`src/rtl/axil_regbank_pkg.sv`:
```
// axil_regbank_pkg: shared response codes, register kinds and helpers for the register bank
package axil_regbank_pkg;
  localparam logic [1:0] RESP_OKAY = 2'b00;
  localparam logic [1:0] RESP_SLVERR = 2'b10;
  typedef enum logic [1:0] {REG_RW, REG_RO, REG_SHADOW} reg_kind_e;
  function automatic int addr_lsb(input int dw);
    return $clog2(dw / 8);
  endfunction
  function automatic logic [63:0] apply_wstrb(input logic [63:0] old, input logic [63:0] wdata, input logic [7:0] wstrb);
    logic [63:0] r;
    for (int b = 0; b < 8; b++) r[b*8 +: 8] = wstrb[b] ? wdata[b*8 +: 8] : old[b*8 +: 8];
    return r;
  endfunction
  function automatic reg_kind_e reg_kind(input logic ro, input logic sh);
    return ro ? REG_RO : (sh ? REG_SHADOW : REG_RW);
  endfunction
endpackage

```
`src/rtl/axil_regbank_if.sv`:
```
// axil_regbank_if: AXI4-Lite bus bundle between the PS master and the register bank
interface axil_regbank_if #(parameter int AW = 6, parameter int DW = 32);
  logic awvalid, awready;
  logic [AW-1:0] awaddr;
  logic [2:0] awprot;
  logic wvalid, wready;
  logic [DW-1:0] wdata;
  logic [DW/8-1:0] wstrb;
  logic bvalid, bready;
  logic [1:0] bresp;
  logic arvalid, arready;
  logic [AW-1:0] araddr;
  logic [2:0] arprot;
  logic rvalid, rready;
  logic [DW-1:0] rdata;
  logic [1:0] rresp;
  modport master (
    output awvalid, awaddr, awprot, wvalid, wdata, wstrb, bready, arvalid, araddr, arprot, rready,
    input awready, wready, bvalid, bresp, arready, rvalid, rdata, rresp
  );
  modport slave (
    input awvalid, awaddr, awprot, wvalid, wdata, wstrb, bready, arvalid, araddr, arprot, rready,
    output awready, wready, bvalid, bresp, arready, rvalid, rdata, rresp
  );
endinterface

```
`src/rtl/axil_regbank_skid.sv`:
```
// axil_regbank_skid: single-entry skid buffer with combinational pass-through, ready high while empty
module axil_regbank_skid #(parameter int W = 8) (
  input  logic         clk,
  input  logic         rst,
  input  logic         i_valid,
  output logic         o_ready,
  input  logic [W-1:0] i_data,
  output logic         o_valid,
  input  logic         i_ready,
  output logic [W-1:0] o_data
);
  logic valid_q, valid_d;
  logic [W-1:0] data_q, data_d;
  assign o_ready = !valid_q;
  assign o_valid = i_valid || valid_q;
  assign o_data = valid_q ? data_q : i_data;
  // park the offered beat when the consumer stalls, release it once drained
  always_comb begin
    valid_d = o_valid && !i_ready;
    data_d = valid_q ? data_q : i_data;
  end
  // skid storage
  always_ff @(posedge clk or posedge rst)
    if (rst) begin
      valid_q <= 1'b0;
      data_q <= '0;
    end else begin
      valid_q <= valid_d;
      data_q <= data_d;
    end
endmodule

```
`src/rtl/axil_regbank.sv`:
```
// axil_regbank: AXI4-Lite register bank with plain, read-only and frame-committed shadow registers
module axil_regbank import axil_regbank_pkg::*; #(
  parameter int C_AXI_ADDR_WIDTH = 6,
  parameter int C_AXI_DATA_WIDTH = 32,
  parameter int N_REGS = 8,
  parameter logic [N_REGS*C_AXI_DATA_WIDTH-1:0] RESET_VALUES = '0,
  parameter logic [N_REGS-1:0] RO_MASK = '0,
  parameter logic [N_REGS-1:0] SHADOW_MASK = '0,
  parameter bit OPT_LOWPOWER = 1'b0
) (
  input  logic                                 S_AXI_ACLK,
  input  logic                                 i_reset,
  axil_regbank_if.slave                        s_axi,
  output logic [N_REGS*C_AXI_DATA_WIDTH-1:0]   o_ctrl,
  input  logic [N_REGS*C_AXI_DATA_WIDTH-1:0]   i_status,
  output logic [N_REGS-1:0]                    o_wr_pulse,
  input  logic                                 i_frame_sync,
  output logic                                 o_commit,
  output logic                                 o_pending
);
  localparam int AW = C_AXI_ADDR_WIDTH;
  localparam int DW = C_AXI_DATA_WIDTH;
  localparam int SW = DW / 8;
  localparam int ADDRLSB = addr_lsb(DW);
  localparam int IW = AW - ADDRLSB;
  logic aw_valid, w_valid, ar_valid, wr_accept, rd_accept, rd_hit;
  logic commit_d, commit_q, bvalid_q, bvalid_d, rvalid_q, rvalid_d;
  logic [1:0] bresp_q, bresp_d, rresp_q, rresp_d;
  logic [AW-1:0] aw_addr, ar_addr;
  logic [DW+SW-1:0] w_beat;
  logic [DW-1:0] wdata, rd_val, rdata_q, rdata_d;
  logic [SW-1:0] wstrb;
  logic [IW-1:0] wr_idx, rd_idx;
  logic [N_REGS-1:0] hit, pend;
  logic [N_REGS-1:0][DW-1:0] rd_vals;
  logic unused_ok;
  axil_regbank_skid #(.W(AW)) u_aw (
    .clk(S_AXI_ACLK), .rst(i_reset), .i_valid(s_axi.awvalid), .o_ready(s_axi.awready),
    .i_data(s_axi.awaddr), .o_valid(aw_valid), .i_ready(wr_accept), .o_data(aw_addr)
  );
  axil_regbank_skid #(.W(DW+SW)) u_w (
    .clk(S_AXI_ACLK), .rst(i_reset), .i_valid(s_axi.wvalid), .o_ready(s_axi.wready),
    .i_data({s_axi.wstrb, s_axi.wdata}), .o_valid(w_valid), .i_ready(wr_accept), .o_data(w_beat)
  );
  axil_regbank_skid #(.W(AW)) u_ar (
    .clk(S_AXI_ACLK), .rst(i_reset), .i_valid(s_axi.arvalid), .o_ready(s_axi.arready),
    .i_data(s_axi.araddr), .o_valid(ar_valid), .i_ready(rd_accept), .o_data(ar_addr)
  );
  assign wdata = w_beat[DW-1:0];
  assign wstrb = w_beat[DW+SW-1:DW];
  assign wr_idx = aw_addr[AW-1:ADDRLSB];
  assign rd_idx = ar_addr[AW-1:ADDRLSB];
  assign wr_accept = aw_valid && w_valid && (!bvalid_q || s_axi.bready);
  assign rd_accept = ar_valid && (!rvalid_q || s_axi.rready);
  assign commit_d = i_frame_sync && |pend;
  assign unused_ok = ^{s_axi.awprot, s_axi.arprot, aw_addr, ar_addr, i_status};
  for (genvar i = 0; i < N_REGS; i++) begin : g_reg
    localparam reg_kind_e K = reg_kind(RO_MASK[i], SHADOW_MASK[i]);
    localparam logic [DW-1:0] RV = RESET_VALUES[i*DW +: DW];
    logic [DW-1:0] live_q, live_d, shad_q, shad_d;
    logic pend_q, pend_d, pulse_q, pulse_d, wr_rw, wr_sh;
    assign hit[i] = wr_accept && wr_idx == IW'(i) && K != REG_RO;
    assign wr_rw = hit[i] && K == REG_RW;
    assign wr_sh = hit[i] && K == REG_SHADOW;
    // plain writes land live at once; shadow writes park until a frame commit, which uses the pre-write shadow
    always_comb begin
      live_d = wr_rw ? DW'(apply_wstrb(64'(live_q), 64'(wdata), 8'(wstrb))) : ((commit_d && pend_q) ? shad_q : live_q);
      shad_d = wr_sh ? DW'(apply_wstrb(64'(shad_q), 64'(wdata), 8'(wstrb))) : shad_q;
      pend_d = wr_sh || (pend_q && !commit_d);
      pulse_d = wr_rw || (commit_d && pend_q);
    end
    // per-register storage
    always_ff @(posedge S_AXI_ACLK or posedge i_reset)
      if (i_reset) begin
        live_q <= RV;
        shad_q <= RV;
        pend_q <= 1'b0;
        pulse_q <= 1'b0;
      end else begin
        live_q <= live_d;
        shad_q <= shad_d;
        pend_q <= pend_d;
        pulse_q <= pulse_d;
      end
    assign o_ctrl[i*DW +: DW] = live_q;
    assign o_wr_pulse[i] = pulse_q;
    assign pend[i] = pend_q;
    assign rd_vals[i] = (K == REG_RO) ? i_status[i*DW +: DW] : live_q;
  end
  // read mux: unmapped indices return zero and flag a miss
  always_comb begin
    rd_val = '0;
    rd_hit = 1'b0;
    for (int k = 0; k < N_REGS; k++) begin
      rd_val = (rd_idx == IW'(k)) ? rd_vals[k] : rd_val;
      rd_hit = rd_hit || rd_idx == IW'(k);
    end
  end
  // response channel next state: hold each response until the master takes it
  always_comb begin
    bvalid_d = wr_accept || (bvalid_q && !s_axi.bready);
    bresp_d = wr_accept ? (|hit ? RESP_OKAY : RESP_SLVERR) : bresp_q;
    rvalid_d = rd_accept || (rvalid_q && !s_axi.rready);
    rresp_d = rd_accept ? (rd_hit ? RESP_OKAY : RESP_SLVERR) : rresp_q;
    rdata_d = rd_accept ? rd_val : ((OPT_LOWPOWER && !rvalid_d) ? '0 : rdata_q);
  end
  // response and commit registers
  always_ff @(posedge S_AXI_ACLK or posedge i_reset)
    if (i_reset) begin
      bvalid_q <= 1'b0;
      bresp_q <= RESP_OKAY;
      rvalid_q <= 1'b0;
      rresp_q <= RESP_OKAY;
      rdata_q <= '0;
      commit_q <= 1'b0;
    end else begin
      bvalid_q <= bvalid_d;
      bresp_q <= bresp_d;
      rvalid_q <= rvalid_d;
      rresp_q <= rresp_d;
      rdata_q <= rdata_d;
      commit_q <= commit_d;
    end
  assign s_axi.bvalid = bvalid_q;
  assign s_axi.bresp = bresp_q;
  assign s_axi.rvalid = rvalid_q;
  assign s_axi.rresp = rresp_q;
  assign s_axi.rdata = rdata_q;
  assign o_commit = commit_q;
  assign o_pending = |pend;
endmodule

```
`src/flat_wrapper.sv`:
```
// flat-port wrapper written by rule: the top's interface ports become plain ports
module axil_regbank_flat import axil_regbank_pkg::*;
#(
  parameter int C_AXI_ADDR_WIDTH = 6,
  parameter int C_AXI_DATA_WIDTH = 32,
  parameter int N_REGS = 8,
  parameter logic [N_REGS*C_AXI_DATA_WIDTH-1:0] RESET_VALUES = '0,
  parameter logic [N_REGS-1:0] RO_MASK = '0,
  parameter logic [N_REGS-1:0] SHADOW_MASK = '0,
  parameter bit OPT_LOWPOWER = 1'b0
)
  (S_AXI_ACLK, i_reset, o_ctrl, i_status, o_wr_pulse, i_frame_sync, o_commit, o_pending, s_axi_awvalid, s_axi_awaddr, s_axi_awprot, s_axi_wvalid, s_axi_wdata, s_axi_wstrb, s_axi_bready, s_axi_arvalid, s_axi_araddr, s_axi_arprot, s_axi_rready, s_axi_awready, s_axi_wready, s_axi_bvalid, s_axi_bresp, s_axi_arready, s_axi_rvalid, s_axi_rdata, s_axi_rresp);
  axil_regbank_if #(.AW(6), .DW(32)) s_axi_i ();
  input  logic S_AXI_ACLK;
  input  logic i_reset;
  output logic [N_REGS*C_AXI_DATA_WIDTH-1:0] o_ctrl;
  input  logic [N_REGS*C_AXI_DATA_WIDTH-1:0] i_status;
  output logic [N_REGS-1:0] o_wr_pulse;
  input  logic i_frame_sync;
  output logic o_commit;
  output logic o_pending;
  input wire logic [$bits(s_axi_i.awvalid)-1:0] s_axi_awvalid;
  input wire logic [$bits(s_axi_i.awaddr)-1:0] s_axi_awaddr;
  input wire logic [$bits(s_axi_i.awprot)-1:0] s_axi_awprot;
  input wire logic [$bits(s_axi_i.wvalid)-1:0] s_axi_wvalid;
  input wire logic [$bits(s_axi_i.wdata)-1:0] s_axi_wdata;
  input wire logic [$bits(s_axi_i.wstrb)-1:0] s_axi_wstrb;
  input wire logic [$bits(s_axi_i.bready)-1:0] s_axi_bready;
  input wire logic [$bits(s_axi_i.arvalid)-1:0] s_axi_arvalid;
  input wire logic [$bits(s_axi_i.araddr)-1:0] s_axi_araddr;
  input wire logic [$bits(s_axi_i.arprot)-1:0] s_axi_arprot;
  input wire logic [$bits(s_axi_i.rready)-1:0] s_axi_rready;
  output wire logic [$bits(s_axi_i.awready)-1:0] s_axi_awready;
  output wire logic [$bits(s_axi_i.wready)-1:0] s_axi_wready;
  output wire logic [$bits(s_axi_i.bvalid)-1:0] s_axi_bvalid;
  output wire logic [$bits(s_axi_i.bresp)-1:0] s_axi_bresp;
  output wire logic [$bits(s_axi_i.arready)-1:0] s_axi_arready;
  output wire logic [$bits(s_axi_i.rvalid)-1:0] s_axi_rvalid;
  output wire logic [$bits(s_axi_i.rdata)-1:0] s_axi_rdata;
  output wire logic [$bits(s_axi_i.rresp)-1:0] s_axi_rresp;
  assign s_axi_i.awvalid = s_axi_awvalid;
  assign s_axi_i.awaddr = s_axi_awaddr;
  assign s_axi_i.awprot = s_axi_awprot;
  assign s_axi_i.wvalid = s_axi_wvalid;
  assign s_axi_i.wdata = s_axi_wdata;
  assign s_axi_i.wstrb = s_axi_wstrb;
  assign s_axi_i.bready = s_axi_bready;
  assign s_axi_i.arvalid = s_axi_arvalid;
  assign s_axi_i.araddr = s_axi_araddr;
  assign s_axi_i.arprot = s_axi_arprot;
  assign s_axi_i.rready = s_axi_rready;
  assign s_axi_awready = s_axi_i.awready;
  assign s_axi_wready = s_axi_i.wready;
  assign s_axi_bvalid = s_axi_i.bvalid;
  assign s_axi_bresp = s_axi_i.bresp;
  assign s_axi_arready = s_axi_i.arready;
  assign s_axi_rvalid = s_axi_i.rvalid;
  assign s_axi_rdata = s_axi_i.rdata;
  assign s_axi_rresp = s_axi_i.rresp;
  axil_regbank #(.C_AXI_ADDR_WIDTH(C_AXI_ADDR_WIDTH), .C_AXI_DATA_WIDTH(C_AXI_DATA_WIDTH), .N_REGS(N_REGS), .RESET_VALUES(RESET_VALUES), .RO_MASK(RO_MASK), .SHADOW_MASK(SHADOW_MASK), .OPT_LOWPOWER(OPT_LOWPOWER)) u_core (.S_AXI_ACLK(S_AXI_ACLK), .i_reset(i_reset), .s_axi(s_axi_i), .o_ctrl(o_ctrl), .i_status(i_status), .o_wr_pulse(o_wr_pulse), .i_frame_sync(i_frame_sync), .o_commit(o_commit), .o_pending(o_pending));
endmodule
```
`config.mk`:
```
export PLATFORM = sky130hd
export DESIGN_NAME = axil_regbank_flat
export DESIGN_NICKNAME = d
export VERILOG_FILES = /design/src/rtl/axil_regbank_pkg.sv /design/src/rtl/axil_regbank_if.sv /design/src/rtl/axil_regbank_skid.sv /design/src/rtl/axil_regbank.sv /design/src/flat_wrapper.sv
export SDC_FILE = /design/constraint.sdc
export NUM_CORES = 1
export LEC_CHECK = 0
export BUFFER_PORTS_ARGS = -buffer_cell sky130_fd_sc_hd__buf_2
export CORE_AREA = 2 2 241 243
export DETAILED_ROUTE_END_ITERATION = 8
export DIE_AREA = 0 0 243 245
export PLACE_DENSITY = 0.58
export SLEW_MARGIN = 20
export SYNTH_ARGS = -nofsm -noshare
export SYNTH_HDL_FRONTEND = slang
export SYNTH_HIERARCHICAL = 1
export SYNTH_SLANG_ARGS = --single-unit
```
`constraint.sdc`:
```
create_clock -name S_AXI_ACLK -period 26.6 [get_ports S_AXI_ACLK]
set_input_delay 1.33 -clock S_AXI_ACLK [delete_from_list [all_inputs] [get_ports S_AXI_ACLK]]
set_output_delay 1.33 -clock S_AXI_ACLK [all_outputs]
set_load 0.02 [all_outputs]
```
==> results_dict.tcl <==
set metrics [dict create \
    holdPathStages 1 \
    gp_congestion 0.8324 \
    maxCapViolations 0 \
    setup-violations-final 0 \
    critPathCaptureType "register" \
    critPathMaxFanout 78 \
    crit_family "simple AND/OR/NAND/NOR gates" \
    whs_ns 0.4862 \
    cp_data_required_time_ns 26.99 \
    cts_hold_buffers 0 \
    critical_path_arrival_ns 5.07 \
    max_stage_delay_ns 0.90 \
    cts_made_buffers 42 \
    vdd_drop_max_v 0.00006874 \
    layout_min_cycle_time_ns 4.683 \
    drcViolationCount 0 \
    grt_max_degree 202 \
    final_antenna_net_count 0 \
    hp-class "register to register" \
    clkSinkCount 356 \
    drive_gt1_share_pct 35.18 \
    whs_endpoint "u_core/s_axi.rresp[1]" \
    dr.first_iter.drc_count 1175 \
    r2r_setup_slack_ns 22.09 \
    multi_input_area_um2 6172 \
    synth_cells 1275 \
    ff2ff_path_depth 6 \
    worstHoldStart "u_core/s_axi.rresp[1]" \
    syn_area_um2 15730 \
    path_cells "buf_2 -> mux2_4 -> buf_4 -> and4b_1 -> nand3_1 -> o22ai_1 -> a211oi_1" \
    slew_headroom_pct 23.67 \
    worstSetupPathType "input pin to register" \
    routedWlPerCell_um 28.79 \
    ctsResizeCount 0 \
    cts_setup_buffers 0 \
    ctsHtreeMaxLevel 2 \
    port_buffers 356 \
    grt_pass1_vias 12680 \
    die_h_um 245 \
    status "finished, final reports clean" \
    ios 625 \
    r2r_start "u_core/u_ar/valid_q" \
    antenna_found_initial 7 \
    core_um2 57030 \
    clk_pin_slew_worst_paths_ns 0.06 \
    grt-ovfl-total 0 \
    post_dp_cell_area_um2 18030 \
    start_kind "input pin" \
    critPathBufInv 2 \
    cts_tree "yes" \
    final_cells 2352 \
    tightest_slew_ns 1.145 \
    start_util_pct 27.57 \
    die-area_um2 59540 \
    final-hold-violation-count 0 \
    critPathSlowestCell "nand3_1" \
    setup_tns_ns 0 \
    grt_pass1_wl_mm 95.83 \
    fillers 5759 \
    nNetsFinal 1873 \
    seq_area_um2 8910 \
    fin_area_um2 19500 \
    gr-usage-all-layers_pct 22.28 \
    fmax_mhz 213.5 \
    clock_path_buffers 3 \
    fin_skew_ns 0.03096 \
    vias 12960 \
    rsz0062_at_grt "no" \
    rr_endpoint "u_core/s_axi.rdata[28]" \
    row_count 88 \
    clock_latency_ns 0.58 \
    power_leakage_nw 9.480 \
    fin_crit_sh_pct 17.61 \
    fin_total_pwr_mw 2.464 \
    viasPerCell 5.511 \
    area.growth.synth_to_final_pct 23.99 \
    avgSynthCellArea_um2 12.33 \
    fp.dieW_um 243 \
    placed_cells 2275 \
    final_max_slew_viol_count 0 \
    cts_root_buf "clkbuf_16" \
    dp_hpwl_mm 49.15 \
    p_per_area_nw_per_um2 126.4 \
    yosysWarnings 6 \
    wl_mm 67.71 \
    firstDrtPassIters 8 \
]
## final cells by class
| type | count | share of cell area (%) |
|---|---|---|
| diodes | 1 | 0.01283 |
| clock buffers | 56 | 6.071 |
| clock inverters | 19 | 1.251 |
| inverters | 11 | 0.2503 |
| multi-input cells | 766 | 31.66 |
| flip-flops and latches | 356 | 45.70 |
| well taps | 765 | 4.909 |
| repair buffers | 378 | 10.15 |
## per-stage QoR
stage / setup WS [ns] / utilization [%]
after floorplan: 16.73 / -
after global placement: 21.46 / 31.61
after detailed placement: 21.40 / 31.61
after CTS: 22.01 / 34.12
after global routing: 21.79 / 34.18
final: 21.92 / 34.19
## how the worst max path moves through the flow
stage                     from                   endpoint  slack, ns  cells past startpoint
5_1_grt        s_axi_araddr[3]     u_core/s_axi.rdata[28]      21.79                      7
4_1_cts        s_axi_araddr[3]     u_core/s_axi.rdata[28]      22.01                      7
3_3_place_gp   s_axi_araddr[3]     u_core/s_axi.rdata[27]      21.46                      7
2_1_floorplan          i_reset  u_core/g_reg[0].live_q[0]      16.73                      1
3_5_place_dp   s_axi_araddr[3]     u_core/s_axi.rdata[28]      21.40                      7
6_report       s_axi_araddr[3]     u_core/s_axi.rdata[28]      21.92                      7
## registers in the layout (all words and copies together), names as in the netlist, 4 cells and up
| register | cells |
|---|---|
| u_core/s_axi.rdata | 32 |
| u_core/g.live_q | 256 |
| u_core/g.pulse_q | 8 |
| u_core/u_ar/data_q | 4 |
| u_core/u_aw/data_q | 4 |
| u_core/u_w/data_q | 36 |
| u_core/g.pend_q | 8 |
## report_power, final
| part | total (mW) | switching, mW | internal, mW |
|---|---|---|---|
| combinational | 0.940 | 0.603 | 0.337 |
| sequential | 0.924 | 0.187 | 0.737 |
| clock | 0.600 | 0.238 | 0.362 |
## placed cells by master (no fill, tap or decap), types with 21 or more instances in the layout
master / count
a22o_1: 261
mux2_2: 46
a21oi_1: 45
mux2i_1: 25
buf_2: 356
dfrtp_1: 355
o21ai_0: 53
clkbuf_16: 42
nand2_1: 44
a221oi_1: 21
and2_1: 34
## routing by layer
metal	GRT usage, %	up-vias	wire [um]
met5	0	-	22
met4	5.828	4	1511
met3	6.757	90	7038
li1	-	5440	-
met1	33.41	6685	31450
met2	30.76	744	27700
## worst register-to-register path, delay by kind of cell, from the launching register on
kind | cells | cell delay (ns)
and+or+nand+nor | 2 | 1.81
buffers and inverters | 1 | 0.83
muxes | 1 | 0.64
DFF | 1 | 0.59
AOI/OAI and AO/OA | 2 | 0.48
Power figures use the tool's default switching activity.
